<file path="src/rtl/draw_line_if.sv">
// Request/pixel bundle for the draw_line block: endpoints and enables in,
// current pixel and line status out.
interface draw_line_if #(
    parameter int CORDW = 16
);
    logic                    start_i;
    logic                    oe_i;
    logic signed [CORDW-1:0] x0_i;
    logic signed [CORDW-1:0] y0_i;
    logic signed [CORDW-1:0] x1_i;
    logic signed [CORDW-1:0] y1_i;
    logic signed [CORDW-1:0] x_o;
    logic signed [CORDW-1:0] y_o;
    logic                    drawing_o;
    logic                    busy_o;
    logic                    done_o;

    modport master (
        output start_i, oe_i, x0_i, y0_i, x1_i, y1_i,
        input  x_o, y_o, drawing_o, busy_o, done_o
    );

    modport slave (
        input  start_i, oe_i, x0_i, y0_i, x1_i, y1_i,
        output x_o, y_o, drawing_o, busy_o, done_o
    );
endinterface

</file>
<file path="src/rtl/draw_line.sv">
// Bresenham line rasteriser for all octants: one pixel per enabled cycle,
// always walking from the endpoint with the smaller y towards the larger.
module draw_line #(
    parameter int CORDW = 16
) (
    input  logic         clk,
    input  logic         reset_i,
    draw_line_if.slave   bus
);
    localparam int W1 = CORDW + 1;
    localparam int W2 = CORDW + 2;
    localparam int W3 = CORDW + 3;
    localparam logic signed [CORDW-1:0] ONE = CORDW'(1);

    typedef enum logic [1:0] {IDLE, INIT, DRAW} state_t;

    state_t                  state_q;
    logic signed [CORDW-1:0] xa_q, ya_q, xb_q, yb_q;
    logic signed [CORDW-1:0] x_q, y_q;
    logic signed [W1-1:0]    dx_q, dy_q;
    logic signed [W2-1:0]    err_q;
    logic                    right_q, busy_q, done_q;

    logic                    swap;
    logic signed [CORDW-1:0] xa_s, ya_s, xb_s, yb_s;
    logic signed [W1-1:0]    xdiff_s, dx_s, dy_s;
    logic                    right_s;

    // NOTE: every combinational output gets a value before any condition, so
    // no path leaves a signal unassigned and no latch is inferred.
    always_comb begin
        swap    = bus.y0_i > bus.y1_i;
        xa_s    = swap ? bus.x1_i : bus.x0_i;
        ya_s    = swap ? bus.y1_i : bus.y0_i;
        xb_s    = swap ? bus.x0_i : bus.x1_i;
        yb_s    = swap ? bus.y0_i : bus.y1_i;
        xdiff_s = {xb_s[CORDW-1], xb_s} - {xa_s[CORDW-1], xa_s};
        dx_s    = xdiff_s[W1-1] ? -xdiff_s : xdiff_s;
        dy_s    = {ya_s[CORDW-1], ya_s} - {yb_s[CORDW-1], yb_s};
        right_s = xa_s < xb_s;
    end

    logic signed [W3-1:0]    e2, dx_w, dy_w;
    logic                    movx, movy, at_end;
    logic signed [W2-1:0]    err_d;
    logic signed [CORDW-1:0] x_d, y_d;

    // Error term is widened so 2*err never wraps against dx/dy extremes.
    always_comb begin
        e2     = {err_q, 1'b0};
        dx_w   = {{2{dx_q[W1-1]}}, dx_q};
        dy_w   = {{2{dy_q[W1-1]}}, dy_q};
        movx   = e2 >= dy_w;
        movy   = e2 <= dx_w;
        err_d  = err_q + (movx ? {dy_q[W1-1], dy_q} : '0)
                       + (movy ? {dx_q[W1-1], dx_q} : '0);
        x_d    = x_q;
        if (movx) x_d = right_q ? x_q + ONE : x_q - ONE;
        y_d    = movy ? y_q + ONE : y_q;
        at_end = (x_q == xb_q) && (y_q == yb_q);
    end

    // NOTE: state registers use non-blocking assignments so every flop samples
    // the pre-edge values regardless of statement order.
    always_ff @(posedge clk or posedge reset_i) begin
        if (reset_i) begin
            state_q <= IDLE;
            xa_q    <= '0;
            ya_q    <= '0;
            xb_q    <= '0;
            yb_q    <= '0;
            x_q     <= '0;
            y_q     <= '0;
            dx_q    <= '0;
            dy_q    <= '0;
            err_q   <= '0;
            right_q <= 1'b0;
            busy_q  <= 1'b0;
            done_q  <= 1'b0;
        end else begin
            done_q <= 1'b0;
            case (state_q)
                IDLE: begin
                    if (bus.start_i) begin
                        xa_q    <= xa_s;
                        ya_q    <= ya_s;
                        xb_q    <= xb_s;
                        yb_q    <= yb_s;
                        dx_q    <= dx_s;
                        dy_q    <= dy_s;
                        right_q <= right_s;
                        busy_q  <= 1'b1;
                        state_q <= INIT;
                    end
                end
                INIT: begin
                    err_q   <= {dx_q[W1-1], dx_q} + {dy_q[W1-1], dy_q};
                    x_q     <= xa_q;
                    y_q     <= ya_q;
                    state_q <= DRAW;
                end
                DRAW: begin
                    if (bus.oe_i) begin
                        if (at_end) begin
                            state_q <= IDLE;
                            busy_q  <= 1'b0;
                            done_q  <= 1'b1;
                        end else begin
                            x_q   <= x_d;
                            y_q   <= y_d;
                            err_q <= err_d;
                        end
                    end
                end
                default: state_q <= IDLE;
            endcase
        end
    end

    assign bus.x_o       = x_q;
    assign bus.y_o       = y_q;
    assign bus.busy_o    = busy_q;
    assign bus.done_o    = done_q;
    assign bus.drawing_o = (state_q == DRAW) && bus.oe_i;
endmodule

</file>
<file path="src/flat_wrapper.sv">
// flat-port wrapper written by rule: the top's interface ports become plain ports
module draw_line_flat 
#(
    parameter int CORDW = 16
)
  (clk, reset_i, bus_start_i, bus_oe_i, bus_x0_i, bus_y0_i, bus_x1_i, bus_y1_i, bus_x_o, bus_y_o, bus_drawing_o, bus_busy_o, bus_done_o);
  draw_line_if #(.CORDW(CORDW)) bus_i ();
  input  logic clk;
  input  logic reset_i;
  input wire logic [$bits(bus_i.start_i)-1:0] bus_start_i;
  input wire logic [$bits(bus_i.oe_i)-1:0] bus_oe_i;
  input wire logic [$bits(bus_i.x0_i)-1:0] bus_x0_i;
  input wire logic [$bits(bus_i.y0_i)-1:0] bus_y0_i;
  input wire logic [$bits(bus_i.x1_i)-1:0] bus_x1_i;
  input wire logic [$bits(bus_i.y1_i)-1:0] bus_y1_i;
  output wire logic [$bits(bus_i.x_o)-1:0] bus_x_o;
  output wire logic [$bits(bus_i.y_o)-1:0] bus_y_o;
  output wire logic [$bits(bus_i.drawing_o)-1:0] bus_drawing_o;
  output wire logic [$bits(bus_i.busy_o)-1:0] bus_busy_o;
  output wire logic [$bits(bus_i.done_o)-1:0] bus_done_o;
  assign bus_i.start_i = bus_start_i;
  assign bus_i.oe_i = bus_oe_i;
  assign bus_i.x0_i = bus_x0_i;
  assign bus_i.y0_i = bus_y0_i;
  assign bus_i.x1_i = bus_x1_i;
  assign bus_i.y1_i = bus_y1_i;
  assign bus_x_o = bus_i.x_o;
  assign bus_y_o = bus_i.y_o;
  assign bus_drawing_o = bus_i.drawing_o;
  assign bus_busy_o = bus_i.busy_o;
  assign bus_done_o = bus_i.done_o;
  draw_line #(.CORDW(CORDW)) u_core (.clk(clk), .reset_i(reset_i), .bus(bus_i));
endmodule
</file>
<file path="config.mk">
export PLATFORM = sky130hd
export DESIGN_NAME = draw_line_flat
export DESIGN_NICKNAME = d
export VERILOG_FILES = /design/src/rtl/draw_line_if.sv /design/src/rtl/draw_line.sv /design/src/flat_wrapper.sv
export SDC_FILE = /design/constraint.sdc
export NUM_CORES = 1
export LEC_CHECK = 0
export ABC_AREA = 1
export BUFFER_PORTS_ARGS = -buffer_cell sky130_fd_sc_hd__buf_2
export CAP_MARGIN = 20
export CORE_ASPECT_RATIO = 1.25
export CORE_MARGIN = 3
export CORE_UTILIZATION = 55
export CTS_CLUSTER_DIAMETER = 30
export DETAILED_ROUTE_END_ITERATION = 8
export PLACE_DENSITY_LB_ADDON = 0.12
export SYNTH_ARGS = -nofsm -noshare
export SYNTH_HDL_FRONTEND = slang
export SYNTH_SLANG_ARGS = --single-unit
</file>
<file path="constraint.sdc">
create_clock -name clk -period 9.3 [get_ports clk]
set_input_delay 0 -clock clk [delete_from_list [all_inputs] [get_ports clk]]
set_output_delay 0 -clock clk [all_outputs]
set_load 0.005 [all_outputs]
</file>
---- Yosys cells after proc, flatten, opt, wreduce, memory -nomap -nowiden ----
Index checks and enable logic that the tools add are counted.
storage, ports and cells
  input port bits ......................... 68
  flip-flop bits (word level) ............. 153
  output and inout port bits .............. 35
  logic and storage cells ................. 77
operators by class
  mux-type cells .......................... 30
  magnitude comparators ................... 4
  eq/ne operators ......................... 10
  $add $sub $neg .......................... 9
  reductions and logical operators ........ 11
operators with widths
  kind                   count
  $mux 16                11
  $mux 18                4
  $pmux 16 s2            2
  $add 18x18->18         2
  $pmux 18 s2            1
  $sub 16x16->17         2
  $add 16x2->16 const B  2
  $eq 16x16->1           2
  $ge 19x17->1           1
  $le 19x17->1           1
  $add 17x17->18         1
  $mux 17                1
  $neg 17->17            1
  $gt 16x16->1           1
  $lt 16x16->1           1
  $sub 16x2->16 const B  1
  $reduce_and 4->1       3
  $mux 1                 6
  $mux 2                 3
  $ne 2x1->1 const B     3
  $ne 2x2->1 const B     3
  $pmux 2 s3             1
  $reduce_and 3->1       2
  $reduce_bool 2->1      2
  6 further kinds        7

---- Longest topological paths before layout ----
  depth after elaboration ................. 7
  gate-level depth with buffers ........... 42

---- Least setup slack after synthesis ----
OpenSTA, ideal clock, no wires.
  path type ............................... flip-flop to flip-flop
  start ................................... reg u_core.err_q[0]
  end ..................................... reg u_core.err_q[15]
  clock period less this slack ............ 4.886 ns
  setup slack ............................. 4.414 ns
  data required time ...................... 9.183 ns
  data arrival time ....................... 4.769 ns
  setup time .............................. 0.117 ns
  stages on the path, launching flop included .. 42
  cells stage by stage .................... dfrtp_1 -> ha_1 -> nand3_1 -> nand2_1 -> nand3_1 -> a21oi_1 -> o21ai_0 -> inv_1 -> nor2_1 -> o21ai_0 -> a21oi_1 -> nand3b_1 -> nand3_1 -> nand2_1 -> nand2_1 -> clkbuf_1 -> nand2_1 -> fa_1 -> [6 not listed] -> nand2_1 -> a21oi_1 -> o21ai_0 -> nand2_1 -> nand2_1 -> a21oi_1 -> nor2_1 -> o21ai_0 -> nand2_1 -> a21oi_1 -> o21ai_0 -> nand2_1 -> nand2_1 -> a21oi_1 -> o21ai_0 -> nand2_1 -> nand2_1 -> nand2_1
between the ends
  word-level cells in the longest chain between the ends .. 7
RTL lines
  element                 RTL line          text
  from (decl)             draw_line.sv:21   logic signed [W2-1:0] err_q;
  from (signal assigned)  draw_line.sv:97   err_q <= {dx_q[W1-1], dx_q} + {dy_q[W1-1], dy_q};
  from (signal assigned)  draw_line.sv:111  err_q <= err_d;
  $ge 19x17->1            draw_line.sv:53   movx = e2 >= dy_w;
  $mux 18                 draw_line.sv:55   err_d = err_q + (movx ? {dy_q[W1-1], dy_q} : '0)
  $add 18x18->18          draw_line.sv:55
  $add 18x18->18 *        draw_line.sv:56   + (movy ? {dx_q[W1-1], dx_q} : '0);
  $mux 18 *               draw_line.sv:104  if (at_end) begin
  $mux 18 *               draw_line.sv:103  if (bus.oe_i) begin
  $pmux 18 s2 *           draw_line.sv:82   case (state_q)
Mark *: on every way between the ends. The rest lies on a longest branch, timed or not. The select of a mux whose other input is x is not followed.
A chain may end at the register's enable or synchronous reset.

---- Worst setup path in the final report ----
  start ................................... reg u_core.dx_q[4]
  end ..................................... reg u_core.err_q[15]
between the ends
  word-level cells in the longest chain between the ends .. 6
RTL lines
  element                 RTL line          text
  from (decl)             draw_line.sv:20   logic signed [W1-1:0] dx_q, dy_q;
  from (signal assigned)  draw_line.sv:89   dx_q <= dx_s;
  $le 19x17->1            draw_line.sv:54   movy = e2 <= dx_w;
  $mux 18                 draw_line.sv:56
  $add 18x18->18          draw_line.sv:56
  $mux 18                 draw_line.sv:104
  $mux 18                 draw_line.sv:103
  $pmux 18 s2 *           draw_line.sv:82
Marks and branches as above.

==> metrics.txt <==
status completed; Most used DFF post-synth dfrtp_1; fin nets 2307; vias in the first global route 13.10k; vias 13.55k; Die Area 26680 µm²; placed cells 2390; worst IR drop on VDD 222.8 µV; Mean Syn Cell Area 6.753 µm²; P&R area growth vs syn 12.39%; Yosys top cell by area dfrtp_1; number of antenna violations at the first check in global routing 0; pins over their slew limit 0; Post-synth EDFFs 0; core area 24040 µm²; First DRT Iteration DRCs 955; Port Buf Inserts 102; fin util 0.6362; post-route setup TNS 0 ns; CTS root buffer clkbuf_16; CTS tree yes; Final ANT Viol Nets 0; Yosys top cell area share 0.2814; Min Clock Period, post-route 6.223 ns; H-Tree Depth 4; FP Rows 63; post-synthesis sequential area ratio 0.2814; IO Pins 103; DRC Markers 0; syn_nets 2207; Max Root-Sink Buffers 2; post-synthesis async set-or-reset flop share 1.000; slowest CP cell nand3_1; Yosys Warn Count 0; dpl hpwl 31.81 mm; dominant cell by count in the synthesized netlist nand2_1; global route overflow 0; Clk Latency, worst-skew pair 0.44 ns; Highest Clock Rate 160.7 MHz; Die Y 181.9 µm; synth top area cells dfrtp_1 (28%), nand2_1 (16%), ha_1 (9.6%), inv_1 (8.2%), o21ai_0 (7.3%); layout cells sized above 1 0.1015; clock-pin slew on the worst setup and hold paths 0.07 ns; Die W 146.7 µm; post-DR wirelength/cell 16.91 µm; post-route insts no fill 2453; Post-synth top cells nand2_1 (573), inv_1 (297), o21ai_0 (198); Worst-Margin Slew 1.074 ns; maxcap violations 0; via/cell ratio 5.525; skew final 0.01204 ns; FF+latch count, synth 153; Max-slew headroom 0.2839; Critical Path Fanout Max 18; Pwr Density 402.6 nW/µm²; fin crit share 0.6691; Final Setup Violations 0; r2r setup slk 3.08 ns; Fillers 2206; first-pass GRT wire length 66.81 mm; Starting Density 0.5660; Worst EP arrival 6.55 ns; drt first pass iters 5; total CTS buffers 17; RSZ-0062 raised after global routing no; cell repeated most along the worst path nand2_1; WP data required 9.63 ns; Hold Vio Cnt, Final 0; CP Class reg2reg; CP startpoint kind flop; GR Util All Layers 0.3129; Routed WL 41.48 mm; clk sink count 153; Hold Crit Class in2reg; Critical Path End Type flop; Leak 7.968 nW; Cells after Synth 2015; antenna cells 0; Netlist cell types 55; largest net degree at the start of global routing 112; postcts setup bufs 0; Worst path max stage delay 0.61 ns; GPL Wtd Cong 0.9538; Mapped Area 13610 µm²; post_cts resized 0
[kinds of logic after synthesis]
logic type	count (synthesis)	synth area share
AND/OR/NAND/NOR	892	0.2787
AO/OA/AOI/OAI	422	0.1702
buffers and inverters	366	0.1074
flip-flops	153	0.2814
adder cells (fa/ha/maj)	124	0.1250
XOR/XNOR	58	0.03733
[path summary, 6_finish.rpt]
kind | cells after the start | endpoint | startpoint
min | 5 | u_core.xa_q[12]$_DFFE_PP0P_ | bus_x0_i[12]
max | 38 | u_core.err_q[15]$_DFFE_PP0P_ | u_core.dx_q[4]$_DFFE_PP0P_
max reg2reg | 38 | u_core.err_q[15]$_DFFE_PP0P_ | u_core.dx_q[4]$_DFFE_PP0P_
min reg2reg | 2 | u_core.ya_q[5]$_DFFE_PP0P_ | u_core.ya_q[5]$_DFFE_PP0P_
max in group asynchronous | 4 | u_core.dy_q[16]$_DFFE_PP0P_ | reset_i
min in group asynchronous | 3 | u_core.ya_q[10]$_DFFE_PP0P_ | reset_i
[critical path: cells and delay by family, from the launching register on]
| family | cells | cell delay (ns) |
|---|---|---|
| compound gates | 15 | 1.96 |
| fa+ha+maj | 4 | 1.30 |
| buf+inv | 4 | 0.30 |
| flops | 1 | 0.38 |
| simple gates | 15 | 2.15 |
[power by group]
part	internal, mW	leakage [nW]	switching [mW]	total [mW]
clock network	0.490	0.333	0.332	0.822
logic	1.47	5.78	2.53	4.00
registers	0.990	1.85	0.343	1.33
[repair_timing]
action                     CTS  global route
hold buffers                29             0
hold endpoints to repair   114             0
setup endpoints to repair    0             0
[per-layer routing]
metal | vias to the layer above | global-route usage | part of all wire | wire length, µm
met3 | 87 | 0.03869 | 0.050 | 2081
met1 | 6305 | 0.3931 | 0.42 | 17330
li1 | 6747 | - | - | -
met5 | - | 0 | 0 | 0
met4 | 0 | 0.1389 | 0.047 | 1960
met2 | 414 | 0.5387 | 0.48 | 20110
[registers in the layout (all words and copies together) (netlist names)]
register / flops
u_core.dy_q: 17
u_core.bus.x_o: 16
u_core.xb_q: 16
u_core.yb_q: 16
u_core.err_q: 18
u_core.bus.busy_o: 1
u_core.bus.y_o: 16
u_core.bus.done_o: 1
u_core.dx_q: 17
u_core.xa_q: 16
u_core.right_q: 1
u_core.state_q: 2
u_core.ya_q: 16
[final cells by class]
class,instances,area [µm²],area share
clock buffers,17,425.4,0.02781
inverters,308,1162,0.07600
clock inverters,15,255.2,0.01669
well taps,325,406.6,0.02659
repair buffers,139,880.8,0.05759
multi-input cells,1496,8335,0.5450
flip-flops and latches,153,3829,0.2503
[cell usage in the layout (no fill, tap or decap), types with 3 or more instances in the layout]
| cell type | n |
|---|---|
| nand2_1 | 573 |
| inv_1 | 296 |
| o21ai_0 | 198 |
| dfrtp_1 | 153 |
| nor2_1 | 110 |
| ha_1 | 104 |
| buf_2 | 102 |
| a21oi_1 | 96 |
| nand3_1 | 94 |
| o21ai_1 | 41 |
| nand4_1 | 33 |
| xnor2_1 | 33 |
| a31oi_1 | 30 |
| dlygate4sd3_1 | 29 |
| xor2_1 | 25 |
| nand2_2 | 21 |
| nor3_1 | 20 |
| fa_1 | 20 |
| clkbuf_16 | 17 |
| o211ai_1 | 14 |
| or2_2 | 13 |
| inv_2 | 10 |
| o21bai_1 | 8 |
| nand3_2 | 6 |
| buf_4 | 6 |
| nor2_2 | 5 |
| a22oi_1 | 5 |
| bufinv_16 | 5 |
| nand3b_1 | 4 |
| inv_6 | 4 |
| a21oi_2 | 4 |
| o21ai_2 | 4 |
| inv_8 | 4 |
| nor2_4 | 3 |
| a211oi_1 | 3 |
| o221ai_1 | 3 |
| o31ai_1 | 3 |
[stage by stage]
stage | area, µm² | hold slack (ns) | worst slack (ns) | total power, mW
3_3_place_gp | 14290 | 0.2058 | 3.438 | 5.157
6_report | 15290 | 0.006142 | 3.077 | 6.157
3_5_place_dp | 14290 | 0.2046 | 3.196 | 5.233
5_1_grt | 15290 | 0.01523 | 2.403 | 6.810
2_1_floorplan | 13610 | 0.1162 | 4.414 | 4.177
4_1_cts | 15260 | 0.001879 | 3.144 | 6.110
(Power assumes the default switching activity.)
